$ cat src/rtl/sign_narrow_sat_if.sv
// Stream bundle for sign_narrow_sat: the upstream sample handshake and the
// downstream narrowed-sample handshake, grouped so the block's port list
// stays short and the direction of every signal is fixed by a modport.
interface sign_narrow_sat_if #(
  parameter int IN_W  = 16,
  parameter int OUT_W = 8
);
  // Upstream side: wide signed samples plus the per-sample overflow policy.
  logic             in_valid;
  logic             in_ready;
  logic [IN_W-1:0]  in_data;
  logic             sat_en;

  // Downstream side: narrowed sample and its overflow flag.
  logic             out_valid;
  logic             out_ready;
  logic [OUT_W-1:0] out_data;
  logic             out_ovf;

  // Environment view: produces samples and consumes narrowed results.
  modport master (
    output in_valid, in_data, sat_en, out_ready,
    input  in_ready, out_valid, out_data, out_ovf
  );

  // Block view: consumes samples and produces narrowed results.
  modport slave (
    input  in_valid, in_data, sat_en, out_ready,
    output in_ready, out_valid, out_data, out_ovf
  );
endinterface

$ cat src/rtl/sign_narrow_sat.sv
// Streaming signed narrower. Converts IN_W-bit two's complement samples to
// OUT_W bits, either saturating to the nearest representable extreme or
// wrapping (dropping high bits) when a sample does not fit. A single output
// register gives full throughput; a sticky saturating counter records how
// many overflowed samples were accepted since reset or the last clear.
module sign_narrow_sat #(
  parameter int IN_W  = 16,
  parameter int OUT_W = 8,
  parameter int CNT_W = 16
) (
  input  logic              clk,
  input  logic              rst,
  sign_narrow_sat_if.slave  bus,
  input  logic              cnt_clr_i,
  output logic [CNT_W-1:0]  ovf_count_o
);

  // Narrowing only makes sense when the output is strictly smaller and has
  // room for a sign bit plus at least one magnitude bit.
  if (OUT_W < 2 || OUT_W >= IN_W) begin : g_bad_params
    $error("sign_narrow_sat: need 2 <= OUT_W < IN_W");
  end

  // ---------------------------------------------------------------------
  // Declarations
  // ---------------------------------------------------------------------
  logic                accept;
  logic [IN_W-OUT_W:0] upper_bits;   // sign bit of the result and everything above it
  logic                fit;
  logic                ovf;
  logic [OUT_W-1:0]    sat_data;
  logic [OUT_W-1:0]    narrow_data;

  logic                out_valid_q, out_valid_d;
  logic [OUT_W-1:0]    out_data_q,  out_data_d;
  logic                out_ovf_q,   out_ovf_d;
  logic [CNT_W-1:0]    cnt_q,       cnt_d;

  // ---------------------------------------------------------------------
  // Handshake
  // ---------------------------------------------------------------------
  // Ready depends only on register state and out_ready, never on in_valid,
  // so no combinational loop can form through an upstream that waits on ready.
  assign bus.in_ready = ~out_valid_q | bus.out_ready;
  assign accept       = bus.in_valid & bus.in_ready;

  // ---------------------------------------------------------------------
  // Fit test and result selection
  // ---------------------------------------------------------------------
  // The sample fits when the bits from the output sign position upward are
  // all copies of one value, i.e. the sample is the sign extension of its
  // low OUT_W bits.
  assign upper_bits = bus.in_data[IN_W-1:OUT_W-1];

  // Choose between the truncated value and the saturation extreme.
  always_comb begin
    fit         = (&upper_bits) | ~(|upper_bits);
    ovf         = ~fit;
    // Positive overflow clamps to the largest positive code, negative to the
    // most negative code; the input's own sign bit tells which side.
    sat_data    = bus.in_data[IN_W-1] ? {1'b1, {(OUT_W-1){1'b0}}}
                                      : {1'b0, {(OUT_W-1){1'b1}}};
    // Wrap mode and in-range samples both take the low bits unchanged.
    narrow_data = (ovf && bus.sat_en) ? sat_data : bus.in_data[OUT_W-1:0];
  end

  // ---------------------------------------------------------------------
  // Output register next state
  // ---------------------------------------------------------------------
  // Load on accept; otherwise drop valid once the consumer has taken it.
  always_comb begin
    // NOTE: every output of a combinational block gets a default first, so no
    // path leaves it unassigned and no latch is inferred.
    out_valid_d = out_valid_q;
    out_data_d  = out_data_q;
    out_ovf_d   = out_ovf_q;
    if (accept) begin
      // Covers the drain-and-refill case too: the register is replaced in
      // the same edge the consumer takes the old sample, with no bubble.
      out_valid_d = 1'b1;
      out_data_d  = narrow_data;
      out_ovf_d   = ovf;
    end else if (bus.out_ready) begin
      // Data and flag keep their last value; only valid is withdrawn.
      out_valid_d = 1'b0;
    end
  end

  // ---------------------------------------------------------------------
  // Overflow counter next state
  // ---------------------------------------------------------------------
  // Sticky count of overflowed accepts; clear beats a same-cycle increment.
  always_comb begin
    cnt_d = cnt_q;
    if (cnt_clr_i) begin
      cnt_d = '0;
    end else if (accept && ovf && (cnt_q != {CNT_W{1'b1}})) begin
      cnt_d = cnt_q + CNT_W'(1);
    end
  end

  // ---------------------------------------------------------------------
  // State registers
  // ---------------------------------------------------------------------
  // Synchronous reset empties the output register and zeroes the counter;
  // a sample held at reset is discarded, not replayed.
  always_ff @(posedge clk) begin
    // NOTE: state is updated with non-blocking assignments so every register
    // samples the pre-edge values, independent of statement order.
    if (rst) begin
      out_valid_q <= 1'b0;
      out_data_q  <= '0;
      out_ovf_q   <= 1'b0;
      cnt_q       <= '0;
    end else begin
      out_valid_q <= out_valid_d;
      out_data_q  <= out_data_d;
      out_ovf_q   <= out_ovf_d;
      cnt_q       <= cnt_d;
    end
  end

  // ---------------------------------------------------------------------
  // Outputs
  // ---------------------------------------------------------------------
  assign bus.out_valid = out_valid_q;
  assign bus.out_data  = out_data_q;
  assign bus.out_ovf   = out_ovf_q;
  assign ovf_count_o   = cnt_q;

endmodule

$ cat src/flat_wrapper.sv
// flat-port wrapper written by rule: the top's interface ports become plain ports
module sign_narrow_sat_flat 
#(
  parameter int IN_W  = 16,
  parameter int OUT_W = 8,
  parameter int CNT_W = 16
)
  (clk, rst, cnt_clr_i, ovf_count_o, bus_in_valid, bus_in_data, bus_sat_en, bus_out_ready, bus_in_ready, bus_out_valid, bus_out_data, bus_out_ovf);
  sign_narrow_sat_if #(.IN_W(IN_W), .OUT_W(OUT_W)) bus_i ();
  input  logic clk;
  input  logic rst;
  input  logic cnt_clr_i;
  output logic [CNT_W-1:0] ovf_count_o;
  input wire logic [$bits(bus_i.in_valid)-1:0] bus_in_valid;
  input wire logic [$bits(bus_i.in_data)-1:0] bus_in_data;
  input wire logic [$bits(bus_i.sat_en)-1:0] bus_sat_en;
  input wire logic [$bits(bus_i.out_ready)-1:0] bus_out_ready;
  output wire logic [$bits(bus_i.in_ready)-1:0] bus_in_ready;
  output wire logic [$bits(bus_i.out_valid)-1:0] bus_out_valid;
  output wire logic [$bits(bus_i.out_data)-1:0] bus_out_data;
  output wire logic [$bits(bus_i.out_ovf)-1:0] bus_out_ovf;
  assign bus_i.in_valid = bus_in_valid;
  assign bus_i.in_data = bus_in_data;
  assign bus_i.sat_en = bus_sat_en;
  assign bus_i.out_ready = bus_out_ready;
  assign bus_in_ready = bus_i.in_ready;
  assign bus_out_valid = bus_i.out_valid;
  assign bus_out_data = bus_i.out_data;
  assign bus_out_ovf = bus_i.out_ovf;
  sign_narrow_sat #(.IN_W(IN_W), .OUT_W(OUT_W), .CNT_W(CNT_W)) u_core (.clk(clk), .rst(rst), .bus(bus_i), .cnt_clr_i(cnt_clr_i), .ovf_count_o(ovf_count_o));
endmodule
$ cat config.mk
export PLATFORM = sky130hd
export DESIGN_NAME = sign_narrow_sat_flat
export DESIGN_NICKNAME = d
export VERILOG_FILES = /design/src/rtl/sign_narrow_sat_if.sv /design/src/rtl/sign_narrow_sat.sv /design/src/flat_wrapper.sv
export SDC_FILE = /design/constraint.sdc
export NUM_CORES = 1
export LEC_CHECK = 0
export ABC_AREA = 1
export CAP_MARGIN = 20
export CORE_UTILIZATION = 50
export CTS_BUF_LIST = sky130_fd_sc_hd__clkbuf_2
export CTS_CLUSTER_SIZE = 12
export DETAILED_ROUTE_END_ITERATION = 10
export GPL_ROUTABILITY_DRIVEN = 1
export PLACE_DENSITY = 0.85
export RECOVER_POWER = 100
export SKIP_CTS_REPAIR_TIMING = 1
export SLEW_MARGIN = 20
export SYNTH_ARGS = -nofsm -noshare
export SYNTH_HDL_FRONTEND = slang
export SYNTH_SLANG_ARGS = --single-unit
$ cat constraint.sdc
create_clock -name clk -period 2.6 [get_ports clk]
set_input_delay 0.39 -clock clk [delete_from_list [all_inputs] [get_ports clk]]
set_output_delay 0.39 -clock clk [all_outputs]
set_load 0.02 [all_outputs]
==> results of run 1 <==
registers in the layout (all words and copies together), names as in the netlist:
register              flops
u_core.ovf_count_o       16
u_core.bus.out_ovf        1
u_core.bus.out_valid      1
u_core.bus.out_data       8
logic make-up after synthesis:
| group | count (synthesis) |
|---|---|
| flops | 26 |
| xor+xnor | 10 |
| simple gates | 152 |
| compound gates | 21 |
| fa+ha+maj | 1 |
| buf+inv | 33 |
power groups by stage:
stage	Sequential, uW	Clock (uW)	Combinational [uW]
2_1_floorplan	445	0	64.8
5_1_grt	423	280	163
3_3_place_gp	429	0	154
3_5_place_dp	429	0	155
4_1_cts	422	265	156
6_report	421	262	147
critical path: stages:
cell	delay [ns]
dlygate4sd3_1	0.53
inv_1	0.07
nand2_1	0.07
dlygate4sd3_1	0.65
per-stage QoR:
stage	hold WS (ns)	cells
finish	0.499	323
global route	0.523	323
CTS	0.507	323
detailed placement	0.474	319
global placement	0.453	319
floorplan	0.542	243
area by class of cell:
class / count / area [um^2] / share of cell area, %
Multi-Input combinational cell: 184 / 885 / 42.4
Sequential cell: 26 / 520 / 25.0
Timing Repair Buffer: 50 / 492 / 23.6
Inverter: 28 / 105 / 5.04
Tap cell: 31 / 38.8 / 1.86
Clock inverter: 1 / 30.0 / 1.44
Clock buffer: 3 / 15.0 / 0.720
cells in the final DEF, fill, tap and decap left out, drive strengths merged:
cell / synthesis / routed
inv: 28 / 28
nand2: 79 / 79
a21oi: 18 / 18
nand3b: 2 / 2
nand3: 17 / 17
nand4: 6 / 6
clkbuf: 3 / 4
dfxtp: 26 / 26
o21ai: 3 / 3
dlygate4sd3: 0 / 28
xor2: 6 / 6
bufinv: 0 / 1
xnor2: 4 / 4
ha: 1 / 1
buf: 2 / 1
clkdlybuf4s50: 0 / 20
and2: 1 / 1
nor2: 47 / 47
metal layers:
metal | track usage, % | vias up
li1 | - | 855
met1 | 27.9 | 719
met2 | 41.2 | 41
met3 | 4.46 | 4
met4 | 7.14 | 0
met5 | 0 | -
synth_stat cells (4+ instances only):
library cell | count | share of area [%]
nand3_1 | 14 | 4.5
a21oi_2 | 5 | 2.8
nand2_1 | 79 | 19
nor2_1 | 42 | 10
nand4_1 | 5 | 2.0
dfxtp_1 | 26 | 33
xnor2_1 | 4 | 2.2
xor2_1 | 6 | 3.4
a21oi_1 | 12 | 3.8
inv_1 | 28 | 6.7
worst min path at each step:
| stage | from | slack [ns] | to |
|---|---|---|---|
| global placement | u_core.bus.out_data[7] | 0.45 | u_core.bus.out_data[7] |
| floorplan | u_core.bus.out_data[7] | 0.54 | u_core.bus.out_data[7] |
| detailed placement | u_core.bus.out_ovf | 0.47 | u_core.bus.out_ovf |
| finish | u_core.bus.out_ovf | 0.50 | u_core.bus.out_ovf |
| global route | u_core.bus.out_ovf | 0.52 | u_core.bus.out_ovf |
| CTS | u_core.bus.out_ovf | 0.51 | u_core.bus.out_ovf |
==> results.json, run 1 <==
{
  "track_usage_pct": 23.1,
  "timing.max_cap.violations": 0,
  "internal_power_uw": 612,
  "fin_ws_ns": 0.499,
  "ios": 49,
  "timing.final.crit_share_pct": 80.8,
  "setup_viol": 0,
  "cts_buffers": 3,
  "crit_fanout": 2,
  "worstSetupEndpoint": "bus_in_ready",
  "root_buffer": "clkbuf_2",
  "pwr-share-clk_pct": 31.6,
  "crit_path_start": "bus_out_ready",
  "hold_violations": 0,
  "die_h_um": 57.9,
  "fin_nets": 316,
  "netlist_area_um2": 1560,
  "wl_um": 3540,
  "cts_tree": "done",
  "clock.fmax_mhz": 476,
  "synth-compound-area-share_pct": 8.66,
  "grt_remaining_overflow": 0,
  "powerDensity_nw_per_um2": 398,
  "antenna_found_initial": 0,
  "critPathCaptureType": "primary output",
  "clock_sinks": 26,
  "synth_edf_count": 0,
  "final_max_slew_viol_count": 0,
  "period_minus_slack_ns": 2.10,
  "top_layer": "met4",
  "routedLengthMet1_um": 1660,
  "routabilityCongestion": 0.819,
  "grt_pass1_vias": 1476,
  "vias_per_cell": 5.01,
  "via_count": 1619,
  "syn_nets": 266,
  "grt_max_degree": 17,
  "rsz0062_at_grt": "false",
  "synth_fa_ha_area_share_pct": 0.802,
  "status": "finished with violations",
  "synthMuxAreaShare_pct": 0,
  "drt_iter0_drc": 89,
  "relSlewSlack_pct": 59.9,
  "required_ns": 2.21,
  "die_x_um": 57.9,
  "num-fill-cells": 244,
  "finClkSkew_ns": 0.0165,
  "post-route-drc-count": 1,
  "rrSetupSlack_ns": 0.94,
  "critPathKind": "input port to primary output",
  "numPortBuffers": 48,
  "antenna_cells": 0,
  "holdPathStages": 2,
  "synth_seq_cells": 26,
  "rr_startpoint": "u_core.ovf_count_o[1]",
  "firstDrtPassIters": 9,
  "met3WireLength_um": 193,
  "violations": "DRC",
  "synth_top_family_by_area": "simple AND/OR/NAND/NOR gates",
  "dp_hpwl_um": 2640,
  "ff2ff_path_depth": 8,
  "fp.coreArea_um2": 2850,
  "yosysWarnings": 0,
  "fp-row-count": 19,
  "cp.arrival_ns": 1.71,
  "seqPwrFrac_pct": 50.7,
  "p_leak_uw": 0.000968,
  "switchingPower_uw": 217,
  "ys.flop_type": "dfxtp_1",
  "synth_cell_types": 21,
  "drive_gt1_share_pct": 6.16,
  "start_util_pct": 54.7,
  "startpoint_type": "input port",
  "die-area_um2": 3350,
  "area_delta_synth_final_pct": 33.7,
  "grt_pass1_wl_um": 6150,
  "clk_pin_slew_worst_paths_ns": 0.24,
  "final_util_pct": 73.1,
  "wl_met2_um": 1650,
  "worst_pin_slew_ns": 0.601,
  "fin_tns_setup_ns": 0,
  "async_reset_ff_share_pct": 0,
  "clock_path_buffers": 2,
  "comb_power_share_pct": 17.7,
  "ys_seq_area_share_pct": 33.4,
  "ir_worst_vdd_mv": 0.276,
  "h-tree-depth": 1,
  "place_area_um2": 2060,
  "dp_slack_ns": 0.617,
  "synth.avg_cell_area_um2": 6.42,
  "yosys.area_share.simple_pct": 42.7,
  "clock_latency_ns": 0.37,
  "r2r-end": "u_core.ovf_count_o[1]",
  "syn-instance-count": 243,
  "swShare_pct": 26.2,
  "wire_per_inst_um": 10.9,
  "totalPowerFinal_uw": 830,
  "final_area_um2": 2090,
  "ant_nets": 0,
  "synth_xor_area_share_pct": 5.61,
  "hp-class": "register to register"
}
(Power assumes the default switching activity.)
==> run 2, diff against run 1 <==
--- a/config.mk
+++ b/config.mk
@@ -7,12 +7,12 @@
 export LEC_CHECK = 0
 export ABC_AREA = 1
 export CAP_MARGIN = 20
-export CORE_UTILIZATION = 50
+export CORE_UTILIZATION = 43
 export CTS_BUF_LIST = sky130_fd_sc_hd__clkbuf_2
 export CTS_CLUSTER_SIZE = 12
 export DETAILED_ROUTE_END_ITERATION = 10
 export GPL_ROUTABILITY_DRIVEN = 1
-export PLACE_DENSITY = 0.85
+export PLACE_DENSITY = 0.78
 export RECOVER_POWER = 100
 export SKIP_CTS_REPAIR_TIMING = 1
 export SLEW_MARGIN = 20
==> constraint.sdc (replaced) <==
create_clock -name clk -period 1.7 [get_ports clk]
set_input_delay 0.255 -clock clk [delete_from_list [all_inputs] [get_ports clk]]
set_output_delay 0.255 -clock clk [all_outputs]
set_load 0.02 [all_outputs]
==> results.json, run 2 (synthesis results as in run 1) <==
{
  "status": "finished clean",
  "drt_iter0_drc": 78,
  "dp_hpwl_um": 2950,
  "die-area_um2": 3870,
  "mostFrequentLayoutCells": "nand2_1, nor2_1, clkdlybuf4s50_1",
  "clock_latency_ns": 0.38,
  "track_usage_pct": 20.7,
  "clock_sinks": 26,
  "path_buf_inv": 1,
  "place_area_um2": 2180,
  "num-fill-cells": 332,
  "ant_nets": 0,
  "post-route-drc-count": 0,
  "cts_buffers": 3,
  "period_minus_slack_ns": 1.63,
  "start_util_pct": 45.7,
  "layout_commonest_cell": "nand2_1",
  "fin_nets": 330,
  "max_stage_delay_ns": 0.61,
  "critical-path-top-delay-family": "buffers and inverters",
  "final_max_slew_viol_count": 0,
  "root_buffer": "clkbuf_2",
  "largest_register_ffs": 16,
  "clk_pin_slew_worst_paths_ns": 0.29,
  "routedLengthMet1_um": 1800,
  "wire_per_inst_um": 10.8,
  "worst_pin_slew_ns": 0.500,
  "die_h_um": 62.2,
  "crit_path_start": "u_core.ovf_count_o[2]",
  "numPortBuffers": 48,
  "grt_pass1_wl_um": 6500,
  "critPathKind": "register to primary output",
  "grt_remaining_overflow": 0,
  "setup_viol": 0,
  "crit_fanout": 5,
  "antenna_found_initial": 0,
  "clock.fmax_mhz": 612,
  "critPathCaptureType": "primary output",
  "hold_violations": 0,
  "seqPwrFrac_pct": 50.0,
  "met3WireLength_um": 161,
  "rr_startpoint": "u_core.bus.out_valid",
  "internal_power_uw": 949,
  "holdWs_ns": 0.387,
  "wl_um": 3820,
  "top_layer": "met4",
  "grt_pass1_vias": 1462,
  "h-tree-depth": 1,
  "swShare_pct": 26.3,
  "slowest_stage": "clkdlybuf4s50_1",
  "cp.arrival_ns": 1.38,
  "rsz0062_at_grt": "false",
  "pwr-share-clk_pct": 31.4,
  "hp-class": "input port to register",
  "clock_path_buffers": 2,
  "startpoint_type": "register",
  "firstDrtPassIters": 4,
  "cts_tree": "done",
  "timing.max_cap.violations": 0,
  "rrSetupSlack_ns": 0.17,
  "fp.coreArea_um2": 3420,
  "drive_gt1_share_pct": 11.8,
  "via_count": 1674,
  "finClkSkew_ns": 0.0382,
  "grt_max_degree": 16,
  "hp-start": "bus_in_valid",
  "fp-row-count": 21,
  "ir_worst_vdd_mv": 0.348,
  "fin_tns_setup_ns": 0,
  "routabilityCongestion": 0.934,
  "timing.final.crit_share_pct": 96.1,
  "wl_met2_um": 1810,
  "powerDensity_nw_per_um2": 598,
  "area_delta_synth_final_pct": 38.1,
  "switchingPower_uw": 339,
  "ios": 49,
  "path_cells": "clkdlybuf4s50_1",
  "die_x_um": 62.2,
  "relSlewSlack_pct": 66.6,
  "required_ns": 1.44,
  "vias_per_cell": 4.76,
  "final_area_um2": 2150,
  "antenna_cells": 0,
  "p_leak_uw": 0.00105,
  "comb_power_share_pct": 18.6
}
==> run 2: cell count changes in the layout (fill, tap and decap cells not counted), moves of 4 or more <==
cell             delta
clkbuf_1           +10
dlymetal6s2s_1      +6
buf_4              +14
dfxtp_1             -5
dlygate4sd3_1      -27
clkdlybuf4s50_1    +10
dfxtp_2             +4
==> run 2: path summary, 6_finish.rpt <==
kind	to	depth (start not counted)
worst min register to register	u_core.bus.out_data[7]	2
worst max register to register	u_core.ovf_count_o[2]	6
worst min-delay path	u_core.bus.out_valid	3
worst max-delay path	ovf_count_o[2]	1
==> run 2: stage by stage <==
stage / worst slack [ns] / instances / utilization [%] / total power (uW)
5_1_grt: 0.0126 / 352 / 63.1 / 1350
2_1_floorplan: 0.103 / 243 / - / 780
4_1_cts: -0.104 / 352 / 65.3 / 1310
6_report: 0.0661 / 352 / 63.1 / 1290
3_5_place_dp: -0.0348 / 348 / 64.0 / 912
3_3_place_gp: 0.00185 / 348 / 64.0 / 908
==> run 2: worst register-to-register path: stages (launching register included) <==
cell and delay (ns):
dfxtp_1 0.40, a21oi_1 0.36, nand3_2 0.13, nor2_1 0.16, buf_4 0.18, nand2_1 0.06, a21oi_1 0.15
==> run 2: layer usage <==
| layer | up-vias | global-route usage [%] |
|---|---|---|
| met5 | - | 0 |
| met4 | 0 | 8.14 |
| met3 | 4 | 3.86 |
| met2 | 37 | 34.2 |
| met1 | 751 | 26.5 |
| li1 | 882 | - |
==> run 2: power by group through the flow <==
stage / logic, uW / registers, uW / clock network [uW]
floorplan: 99.1 / 681 / 0
detailed placement: 255 / 656 / 0
finish: 240 / 644 / 404
global route: 268 / 647 / 432
global placement: 252 / 656 / 0
CTS: 256 / 646 / 408
==> run 2: layout make-up <==
class / count / area, um^2 / share of cell area (%)
flip-flops and latches: 26 / 529 / 24.6
repair buffers: 64 / 544 / 25.3
inverters: 28 / 105 / 4.88
well taps: 46 / 57.6 / 2.67
clock buffers: 3 / 15.0 / 0.697
clock inverters: 1 / 30.0 / 1.39
multi-input cells: 184 / 873 / 40.5
==> run 3, diff against run 2 <==
--- a/config.mk
+++ b/config.mk
@@ -7,12 +7,14 @@
 export LEC_CHECK = 0
 export ABC_AREA = 1
 export CAP_MARGIN = 20
-export CORE_UTILIZATION = 43
+export CELL_PAD_IN_SITES_DETAIL_PLACEMENT = 0
+export CELL_PAD_IN_SITES_GLOBAL_PLACEMENT = 1
+export CORE_UTILIZATION = 29
 export CTS_BUF_LIST = sky130_fd_sc_hd__clkbuf_2
 export CTS_CLUSTER_SIZE = 12
 export DETAILED_ROUTE_END_ITERATION = 10
 export GPL_ROUTABILITY_DRIVEN = 1
-export PLACE_DENSITY = 0.78
+export PLACE_DENSITY_LB_ADDON = 0.1
 export RECOVER_POWER = 100
 export SKIP_CTS_REPAIR_TIMING = 1
 export SLEW_MARGIN = 20
==> results.json, run 3 (synthesis results as in run 1) <==
{
  "startpoint_type": "register",
  "finClkSkew_ns": 0.0284,
  "cp.arrival_ns": 1.33,
  "die_x_um": 75.4,
  "drive_gt1_share_pct": 13.9,
  "dp_hpwl_um": 3000,
  "ir_worst_vdd_mv": 0.280,
  "rr_startpoint": "u_core.ovf_count_o[1]",
  "period_minus_slack_ns": 1.59,
  "hold_violations": 0,
  "rrSetupSlack_ns": 0.14,
  "critPathCaptureType": "primary output",
  "via_count": 1608,
  "top_layer": "met4",
  "routabilityCongestion": 0.738,
  "critical-path-top-delay-family": "buffers and inverters",
  "rsz0062_at_grt": "false",
  "crit_path_start": "u_core.bus.out_data[2]",
  "relSlewSlack_pct": 61.3,
  "final_max_slew_viol_count": 0,
  "crit_fanout": 2,
  "setup_viol": 0,
  "status": "finished clean",
  "ff2ff_path_depth": 9,
  "largest_register_ffs": 16,
  "dp_slack_ns": -0.0423,
  "fin_nets": 327,
  "final_util_pct": 41.3,
  "grt_pass1_vias": 1513,
  "track_usage_pct": 15.2,
  "start_util_pct": 30.4,
  "met3WireLength_um": 188,
  "r2r-end": "u_core.ovf_count_o[9]",
  "holdPathStages": 2,
  "grt_remaining_overflow": 0,
  "cts_tree": "done",
  "layout_commonest_cell": "nand2_1",
  "powerDensity_nw_per_um2": 529,
  "mostFrequentLayoutCells": "nand2_1, nor2_1, inv_1",
  "vias_per_cell": 4.31,
  "numPortBuffers": 48,
  "slowest_stage": "clkdlybuf4s50_1",
  "clock.fmax_mhz": 629,
  "clock_path_buffers": 2,
  "critPathKind": "register to primary output",
  "routedLengthMet1_um": 1790,
  "clock_sinks": 26,
  "fp-row-count": 26,
  "grt_max_degree": 17,
  "max_stage_delay_ns": 0.60,
  "fin_tns_setup_ns": 0,
  "hp-class": "register to register",
  "wl_um": 3970,
  "cts_buffers": 3,
  "area_delta_synth_final_pct": 36.1,
  "die-area_um2": 5680,
  "die_h_um": 75.4,
  "antenna_found_initial": 0,
  "timing.max_cap.violations": 0,
  "antenna_cells": 0,
  "worst_pin_slew_ns": 0.580,
  "wl_met2_um": 1970,
  "grt_pass1_wl_um": 6620,
  "firstDrtPassIters": 4,
  "fp.coreArea_um2": 5140,
  "clock_latency_ns": 0.37,
  "timing.final.crit_share_pct": 93.5,
  "drt_iter0_drc": 71,
  "required_ns": 1.44,
  "post-route-drc-count": 0,
  "path_cells": "clkdlybuf4s50_1",
  "fin_ws_ns": 0.111,
  "h-tree-depth": 1,
  "path_buf_inv": 1,
  "ant_nets": 0,
  "clk_pin_slew_worst_paths_ns": 0.24,
  "ios": 49,
  "p_leak_uw": 0.000982,
  "hp-start": "u_core.bus.out_data[7]",
  "root_buffer": "clkbuf_2",
  "hold-path-endpoint": "u_core.bus.out_data[7]",
  "wire_per_inst_um": 10.6
}
[run 3: routing by layer]
metal  vias up  track usage, %
met1       704            17.2
met4         0            3.09
met3         2            5.03
met5         -               0
li1        874               -
met2        28            27.7
[run 3: worst min-delay path, cell delays in order, from the launching register on]
cell and delay, ns:
dfxtp_1 0.37, nand2_1 0.06, a21oi_1 0.05
[run 3: layout make-up]
class / count / area, um^2
sequential: 26 / 543
multi-input combinational: 184 / 890
clock buffer: 3 / 15.0
fill: 600 / 3020
tap: 70 / 87.6
inverter: 28 / 105
timing repair buffer: 61 / 479
clock inverter: 1 / 3.75
[run 3: how the worst max path moves through the flow]
| stage | to | cells after the start | slack [ns] |
|---|---|---|---|
| 2_1_floorplan | u_core.ovf_count_o[5] | 9 | 0.10 |
| 3_3_place_gp | u_core.bus.out_data[5] | 10 | -0.007 |
| 3_5_place_dp | u_core.bus.out_data[7] | 8 | -0.04 |
| 4_1_cts | ovf_count_o[5] | 1 | -0.16 |
| 5_1_grt | bus_out_data[2] | 1 | 0.003 |
| 6_report | bus_out_data[2] | 1 | 0.11 |
[run 3: stage by stage]
| step | power, uW | instance area, um^2 | std cells | hold slack, ns |
|---|---|---|---|---|
| detailed placement | 917 | 2200 | 369 | 0.463 |
| floorplan | 780 | 1560 | 243 | 0.431 |
| global route | 1210 | 2120 | 373 | 0.447 |
| CTS | 1180 | 2220 | 373 | 0.458 |
| finish | 1120 | 2120 | 373 | 0.486 |
| global placement | 919 | 2200 | 369 | 0.464 |
[run 3: power breakdown]
group          switching [uW]  internal [uW]
Clock                     194           51.1
Combinational             126            111
Sequential               12.4            627
